`src/rtl/layer1_writer_if.sv`:
```
// layer1_writer_if: groups the writer's accumulator input stream and the
// layer1 SRAM port A signals.
//   in_valid/in_data/in_ready : 32-bit accumulator stream with handshake
//   flush                     : end-of-stream pulse
//   WEAN/OEA/A/DIA            : SRAM wrapper port A (write-only use)
// The master modport is the writer's view; slave is the environment's view.
interface layer1_writer_if #(
  parameter int AW = 10,
  parameter int DW = 128
);
  logic          in_valid;
  logic [31:0]   in_data;
  logic          in_ready;
  logic          flush;
  logic          WEAN;
  logic          OEA;
  logic [AW-1:0] A;
  logic [DW-1:0] DIA;

  modport master (
    input  in_valid, in_data, flush,
    output in_ready, WEAN, OEA, A, DIA
  );

  modport slave (
    output in_valid, in_data, flush,
    input  in_ready, WEAN, OEA, A, DIA
  );
endinterface

```
`src/rtl/layer1_writer.sv`:
```
// layer1_writer: requantizes 32-bit layer-1 accumulator results to 16 bits
// (arithmetic shift, optional ReLU, saturation), packs LANES results into one
// word and writes the words to sequential layer1 SRAM addresses from 0.
// Ports:
//   clk      : system clock
//   rst      : asynchronous reset, active-low
//   start    : pulse, begins a new layer fill (only honoured in IDLE)
//   bus      : input stream + SRAM port A (see layer1_writer_if)
//   busy     : high while filling
//   done     : one-cycle pulse after the last write
//   word_cnt : words written since start
module layer1_writer #(
  parameter int DEPTH      = 912,
  parameter int LANES      = 8,
  parameter int FRAC_SHIFT = 8,
  parameter int RELU_EN    = 1
) (
  input  logic            clk,
  input  logic            rst,
  input  logic            start,
  layer1_writer_if.master bus,
  output logic            busy,
  output logic            done,
  output logic [9:0]      word_cnt
);
  localparam int AW = 10;
  localparam int DW = 16 * LANES;
  localparam int LW = $clog2(LANES);
  localparam logic [LW-1:0] LAST_LANE = LW'(LANES - 1);
  localparam logic [AW-1:0] LAST_WORD = AW'(DEPTH - 1);

  typedef enum logic [1:0] {
    IDLE  = 2'd0,
    FILL  = 2'd1,
    DRAIN = 2'd2,
    DONE  = 2'd3
  } state_t;

  state_t        state_r, state_s;
  logic [LW-1:0] lane_r, lane_s;
  logic [DW-1:0] pack_r, pack_s, merged_s;
  logic [DW-1:0] dia_r;
  logic [AW-1:0] word_cnt_r, wr_addr_s, a_r;
  logic          wean_r, in_ready_r, busy_r, done_r;
  logic          accept_s, wr_s, start_s;
  logic [15:0]   q_s;

  // Shift, optional ReLU, then saturate to the signed 16-bit range.
  function automatic logic [15:0] requant(input logic [31:0] d);
    logic signed [31:0] q;
    q = $signed(d) >>> FRAC_SHIFT;
    if ((RELU_EN != 0) && (q < 32'sd0)) begin
      q = 32'sd0;
    end
    if (q > 32'sd32767) begin
      return 16'h7FFF;
    end else if (q < -32'sd32768) begin
      return 16'h8000;
    end else begin
      return q[15:0];
    end
  endfunction

  // Next-state, packing and write-request decode.
  always_comb begin
    state_s  = state_r;
    lane_s   = lane_r;
    pack_s   = pack_r;
    wr_s     = 1'b0;
    accept_s = bus.in_valid && in_ready_r;
    start_s  = start && (state_r == IDLE);
    q_s      = requant(bus.in_data);
    // A commit landing in the previous word's write cycle targets the next address.
    wr_addr_s = wean_r ? word_cnt_r : (word_cnt_r + AW'(1));
    merged_s  = pack_r;
    if (accept_s) begin
      merged_s[{lane_r, 4'b0000} +: 16] = q_s;
    end else begin
      merged_s = pack_r;
    end
    case (state_r)
      IDLE: begin
        if (start) begin
          state_s = FILL;
          lane_s  = '0;
          pack_s  = '0;
        end else begin
          state_s = IDLE;
        end
      end
      FILL: begin
        // Data in the flush cycle is merged first, so pack and pad share one write.
        if (accept_s && ((lane_r == LAST_LANE) || bus.flush)) begin
          wr_s = 1'b1;
        end else if (!accept_s && bus.flush && (lane_r != '0)) begin
          wr_s = 1'b1;
        end else begin
          wr_s = 1'b0;
        end
        if (wr_s) begin
          lane_s = '0;
          pack_s = '0;
        end else if (accept_s) begin
          lane_s = lane_r + LW'(1);
          pack_s = merged_s;
        end else begin
          lane_s = lane_r;
          pack_s = pack_r;
        end
        if (bus.flush) begin
          state_s = wr_s ? DRAIN : DONE;
        end else if (wr_s && (wr_addr_s == LAST_WORD)) begin
          state_s = DRAIN;
        end else begin
          state_s = FILL;
        end
      end
      DRAIN:   state_s = DONE;
      DONE:    state_s = IDLE;
      default: state_s = IDLE;
    endcase
  end

  // State, pack register and registered port-A / status outputs.
  always_ff @(posedge clk or negedge rst) begin
    if (!rst) begin
      state_r    <= IDLE;
      lane_r     <= '0;
      pack_r     <= '0;
      wean_r     <= 1'b1;
      a_r        <= '0;
      dia_r      <= '0;
      word_cnt_r <= '0;
      in_ready_r <= 1'b0;
      busy_r     <= 1'b0;
      done_r     <= 1'b0;
    end else begin
      state_r    <= state_s;
      lane_r     <= lane_s;
      pack_r     <= pack_s;
      wean_r     <= ~wr_s;
      in_ready_r <= (state_s == FILL);
      busy_r     <= (state_s == FILL);
      done_r     <= (state_s == DONE);
      if (wr_s) begin
        a_r   <= wr_addr_s;
        dia_r <= merged_s;
      end else if (start_s) begin
        a_r <= '0;
      end else begin
        a_r <= a_r;
      end
      // The count advances at the end of each WEAN=0 cycle.
      if (start_s) begin
        word_cnt_r <= '0;
      end else if (!wean_r) begin
        word_cnt_r <= word_cnt_r + AW'(1);
      end else begin
        word_cnt_r <= word_cnt_r;
      end
    end
  end

  assign bus.in_ready = in_ready_r;
  assign bus.WEAN     = wean_r;
  assign bus.OEA      = 1'b0;
  assign bus.A        = a_r;
  assign bus.DIA      = dia_r;
  assign busy         = busy_r;
  assign done         = done_r;
  assign word_cnt     = word_cnt_r;
endmodule
```
`src/flat_wrapper.sv`:
```
// flat-port wrapper written by rule: the top's interface ports become plain ports
module layer1_writer_flat 
#(
  parameter int DEPTH      = 912,
  parameter int LANES      = 8,
  parameter int FRAC_SHIFT = 8,
  parameter int RELU_EN    = 1
)
  (clk, rst, start, busy, done, word_cnt, bus_in_valid, bus_in_data, bus_flush, bus_in_ready, bus_WEAN, bus_OEA, bus_A, bus_DIA);
  layer1_writer_if bus_i ();
  input  logic clk;
  input  logic rst;
  input  logic start;
  output logic busy;
  output logic done;
  output logic [9:0] word_cnt;
  input wire logic [$bits(bus_i.in_valid)-1:0] bus_in_valid;
  input wire logic [$bits(bus_i.in_data)-1:0] bus_in_data;
  input wire logic [$bits(bus_i.flush)-1:0] bus_flush;
  output wire logic [$bits(bus_i.in_ready)-1:0] bus_in_ready;
  output wire logic [$bits(bus_i.WEAN)-1:0] bus_WEAN;
  output wire logic [$bits(bus_i.OEA)-1:0] bus_OEA;
  output wire logic [$bits(bus_i.A)-1:0] bus_A;
  output wire logic [$bits(bus_i.DIA)-1:0] bus_DIA;
  assign bus_i.in_valid = bus_in_valid;
  assign bus_i.in_data = bus_in_data;
  assign bus_i.flush = bus_flush;
  assign bus_in_ready = bus_i.in_ready;
  assign bus_WEAN = bus_i.WEAN;
  assign bus_OEA = bus_i.OEA;
  assign bus_A = bus_i.A;
  assign bus_DIA = bus_i.DIA;
  layer1_writer #(.DEPTH(DEPTH), .LANES(LANES), .FRAC_SHIFT(FRAC_SHIFT), .RELU_EN(RELU_EN)) u_core (.clk(clk), .rst(rst), .start(start), .bus(bus_i), .busy(busy), .done(done), .word_cnt(word_cnt));
endmodule
```
`config.mk`:
```
export PLATFORM = sky130hd
export DESIGN_NAME = layer1_writer_flat
export DESIGN_NICKNAME = d
export VERILOG_FILES = /design/src/rtl/layer1_writer_if.sv /design/src/rtl/layer1_writer.sv /design/src/flat_wrapper.sv
export SDC_FILE = /design/constraint.sdc
export NUM_CORES = 1
export LEC_CHECK = 0
export CAP_MARGIN = 25
export CORE_ASPECT_RATIO = 0.8
export CORE_MARGIN = 4
export CORE_UTILIZATION = 45
export CTS_CLUSTER_SIZE = 25
export DETAILED_ROUTE_END_ITERATION = 8
export PLACE_DENSITY = 0.69
export SLEW_MARGIN = 20
export SYNTH_ARGS = -nofsm -noshare
export SYNTH_HDL_FRONTEND = slang
export SYNTH_SLANG_ARGS = --single-unit
export TNS_END_PERCENT = 10
```
`constraint.sdc`:
```
create_clock -name clk -period 5.9 [get_ports clk]
set_input_delay 0.885 -clock clk [delete_from_list [all_inputs] [get_ports clk]]
set_output_delay 0.885 -clock clk [all_outputs]
set_load 0.02 [all_outputs]
```
==> impl_metrics.py <==
metrics = {
    "outcome": {
        "status": "complete, no violations",
    },
    "sta": {
        "worst_slack_ns": 2.27,
        "tightestPinTransition_ns": 1.07,
        "fmax_mhz": 275,
        "fin_crit_sh": 0.615,
        "slew_violations": 0,
        "hold_slack_ns": 0.393,
        "grt_setup_unrepaired": "false",
        "min_period_ns": 3.63,
        "relSlewSlack": 0.285,
        "finalSetupViolCount": 0,
        "hold_viol_final": 0,
        "fin_skew_ns": 0.0135,
        "setup_tns_ns": 0,
    },
    "layout": {
        "stdcell_area_mm2": 0.0155,
        "nets": 1385,
        "multi_input_area_mm2": 0.00480,
        "fin_cells": 1718,
        "n_antenna_cell": 0,
        "fill_cells": 2302,
        "seq_area_mm2": 0.00711,
        "drive_gt1_frac": 0.0852,
        "final_core_util": 0.586,
        "area_delta_synth_final_pct": 26.8,
    },
    "place": {
        "post_dp_cell_area_mm2": 0.0145,
        "globalplace.congestion": 0.819,
        "place_hpwl_mm": 22.1,
        "portBuffers": 180,
        "dp_cells": 1665,
        "pre_cts_slack_ns": 2.08,
    },
    "logic_synthesis": {
        "yosysTopAreaCellShare": 0.578,
        "ys_seq_elements": 284,
        "syn-cell-area_mm2": 0.0122,
        "synth_warnings": 0,
        "yosys-top-cells-area": "dfrtp_1 (58%), a21oi_1 (7.5%), nand3_1 (4.7%)",
        "synth_top_area_cell": "dfrtp_1",
        "ys_async_sr_fraction": 1.00,
        "synth_nets": 1241,
        "ys.flop_type": "dfrtp_1",
        "synth_enable_flop_cells": 0,
        "avgSynthCellArea_um2": 10.2,
        "ys_seq_area_frac": 0.580,
        "synthDistinctLibCells": 48,
        "synth_cells": 1196,
    },
    "worst_setup_path": {
        "path_common_cell": "ha_1",
        "required_ns": 6.32,
        "crit_start": "u_core.lane_r[0]",
        "path_class": "register to register",
        "setup.worst_path.start_class": "register",
        "crit_buf_inv": 2,
        "cp-end-kind": "register",
        "worst-path-max-fanout": 16,
        "r2r-start": "u_core.lane_r[0]",
        "crit_family": "simple AND/OR/NAND/NOR gates",
        "crit_arrival_ns": 4.05,
        "cp_slowest_stage_delay_ns": 0.88,
        "crit_chain": "inv_1 -> ha_1 -> ha_1 -> nor4b_1 -> and3_1 -> o21ai_1 -> buf_4 -> a22o_1",
        "r2r_slack_ns": 2.27,
        "critPathSlowestCell": "and3_1",
    },
    "grt": {
        "gr-total-overflow": 0,
        "grt_max_degree": 133,
        "grt_pass1_vias": 9968,
        "antenna_found_initial": 0,
        "grt_pass1_wl_mm": 57.3,
        "grt_usage": 0.239,
    },
    "run": {
        "cap_violations": 0,
    },
    "route": {
        "drt_pass1_iterations": 5,
        "avgViaCountPerCell": 5.86,
        "wire_per_inst_um": 21.1,
        "drc": 0,
        "drt-total-wl_mm": 36.2,
        "drt-initial-drc-count": 873,
        "ant_nets": 0,
        "vias": 10100,
    },
    "cts": {
        "cts_tree": "done",
        "clock_sinks": 284,
        "cts_buffers": 28,
        "ctsHoldBuffers": 0,
        "path_clk_slew_ns": 0.07,
        "clock_latency_ns": 0.54,
        "cts_resized": 0,
        "clockBufferDepth": 3,
        "cts_max_level": 1,
        "post_cts_buffers": 0,
        "cts_root_buffer": "clkbuf_16",
    },
    "pwr": {
        "ir_worst_vdd_uv": 291,
        "power_density_mw_per_mm2": 472,
        "power.total_mw": 7.33,
        "p_leak_nw": 6.60,
    },
    "floorplanning": {
        "fp.dieH_um": 156,
        "fp.dieW_um": 192,
        "die-area_mm2": 0.0299,
        "core-area_mm2": 0.0265,
        "io_pins": 190,
        "start_util": 0.462,
        "rows": 53,
    },
    "min_path": {
        "hold_class": "input pin to asynchronous set/reset pin",
    },
}
[synth_stat cells, types with 6 or more instances]
cell         n
dfrtp_1    283
a21oi_1    183
nor2_1     117
nand3_1    115
nand2_1     72
clkbuf_1    67
a22o_1      60
o21ai_0     45
mux2i_1     31
a32o_1      30
o2bb2ai_1   30
buf_2       26
inv_1       21
a31oi_1     17
and2_1      11
o21ai_1     10
ha_1         8
nand2b_1     7
buf_1        6
xor2_1       6
[cell usage in the layout (no fill, tap or decap), types with 3 or more instances in the layout]
cell type | Yosys | final
a22o_1 | 60 | 60
a21oi_1 | 183 | 183
o2bb2ai_1 | 30 | 30
inv_1 | 21 | 21
a31oi_4 | 0 | 3
buf_4 | 4 | 28
a31oi_2 | 0 | 12
clkbuf_8 | 0 | 7
o21ai_1 | 10 | 9
mux2i_1 | 31 | 31
clkinvlp_4 | 0 | 3
nor2_1 | 117 | 115
clkdlybuf4s50_1 | 0 | 179
nor2b_1 | 3 | 3
ha_1 | 8 | 8
xnor2_1 | 5 | 5
nor3_2 | 4 | 3
clkbuf_16 | 0 | 29
and2_1 | 11 | 10
nand2b_1 | 7 | 7
xor2_1 | 6 | 6
o21ai_0 | 45 | 45
a32o_1 | 30 | 30
buf_6 | 0 | 6
and3_1 | 5 | 5
clkbuf_1 | 67 | 7
nand2_1 | 72 | 72
dfrtp_1 | 283 | 283
nand3_1 | 115 | 115
clkinv_2 | 0 | 3
nand4_1 | 3 | 3
[cell families (layout without fill, tap and decap cells)]
logic type,Yosys count,in the layout,share of synthesized area
AO/OA/AOI/OAI,381,381,0.199
XOR/XNOR,11,11,0.00787
adder cells (fa/ha/maj),8,8,0.00817
buffers and inverters,125,290,0.0422
flip-flops,284,284,0.580
multiplexers,31,31,0.0253
other,1,1,0.000306
AND/OR/NAND/NOR,355,355,0.137
[power by group]
| part | internal (mW) | switching, mW | total [mW] |
|---|---|---|---|
| logic | 1.14 | 1.68 | 2.82 |
| clock network | 1.07 | 0.752 | 1.83 |
| registers | 2.36 | 0.325 | 2.69 |
[area by class of cell]
cell class,count,area share
tap,357,0.0288
multi-input combinational,787,0.309
sequential,284,0.458
timing repair buffer,217,0.138
clock inverter,8,0.00628
inverter,22,0.00548
clock buffer,43,0.0546
[worst paths after layout]
kind | cells past startpoint | endpoint
max in group asynchronous | 2 | u_core.pack_r[92]
setup / recovery | 8 | u_core.pack_r[10]
hold reg to reg | 2 | u_core.bus.DIA[14]
setup reg to reg | 8 | u_core.pack_r[10]
min in group clk | 2 | u_core.bus.DIA[14]
hold / removal | 1 | u_core.bus.DIA[46]
[layer usage]
layer / vias up / global-route usage / routed length (um)
li1: 4561 / - / -
met1: 5071 / 0.366 / 16700
met2: 370 / 0.354 / 15900
met3: 59 / 0.0447 / 2710
met4: 0 / 0.0577 / 830
met5: - / 0 / 0
[sequential cells by signal, indices dropped and copies added, names as in the netlist]
| register | count |
|---|---|
| u_core.lane_r | 3 |
| u_core.state_r | 2 |
| u_core.pack_r | 128 |
| u_core.bus.DIA | 128 |
| u_core.word_cnt | 10 |
| u_core.bus.in_ready | 1 |
| u_core.done | 1 |
| u_core.bus.WEAN | 1 |
| u_core.bus.A | 10 |
Power figures use the tool's default switching activity.
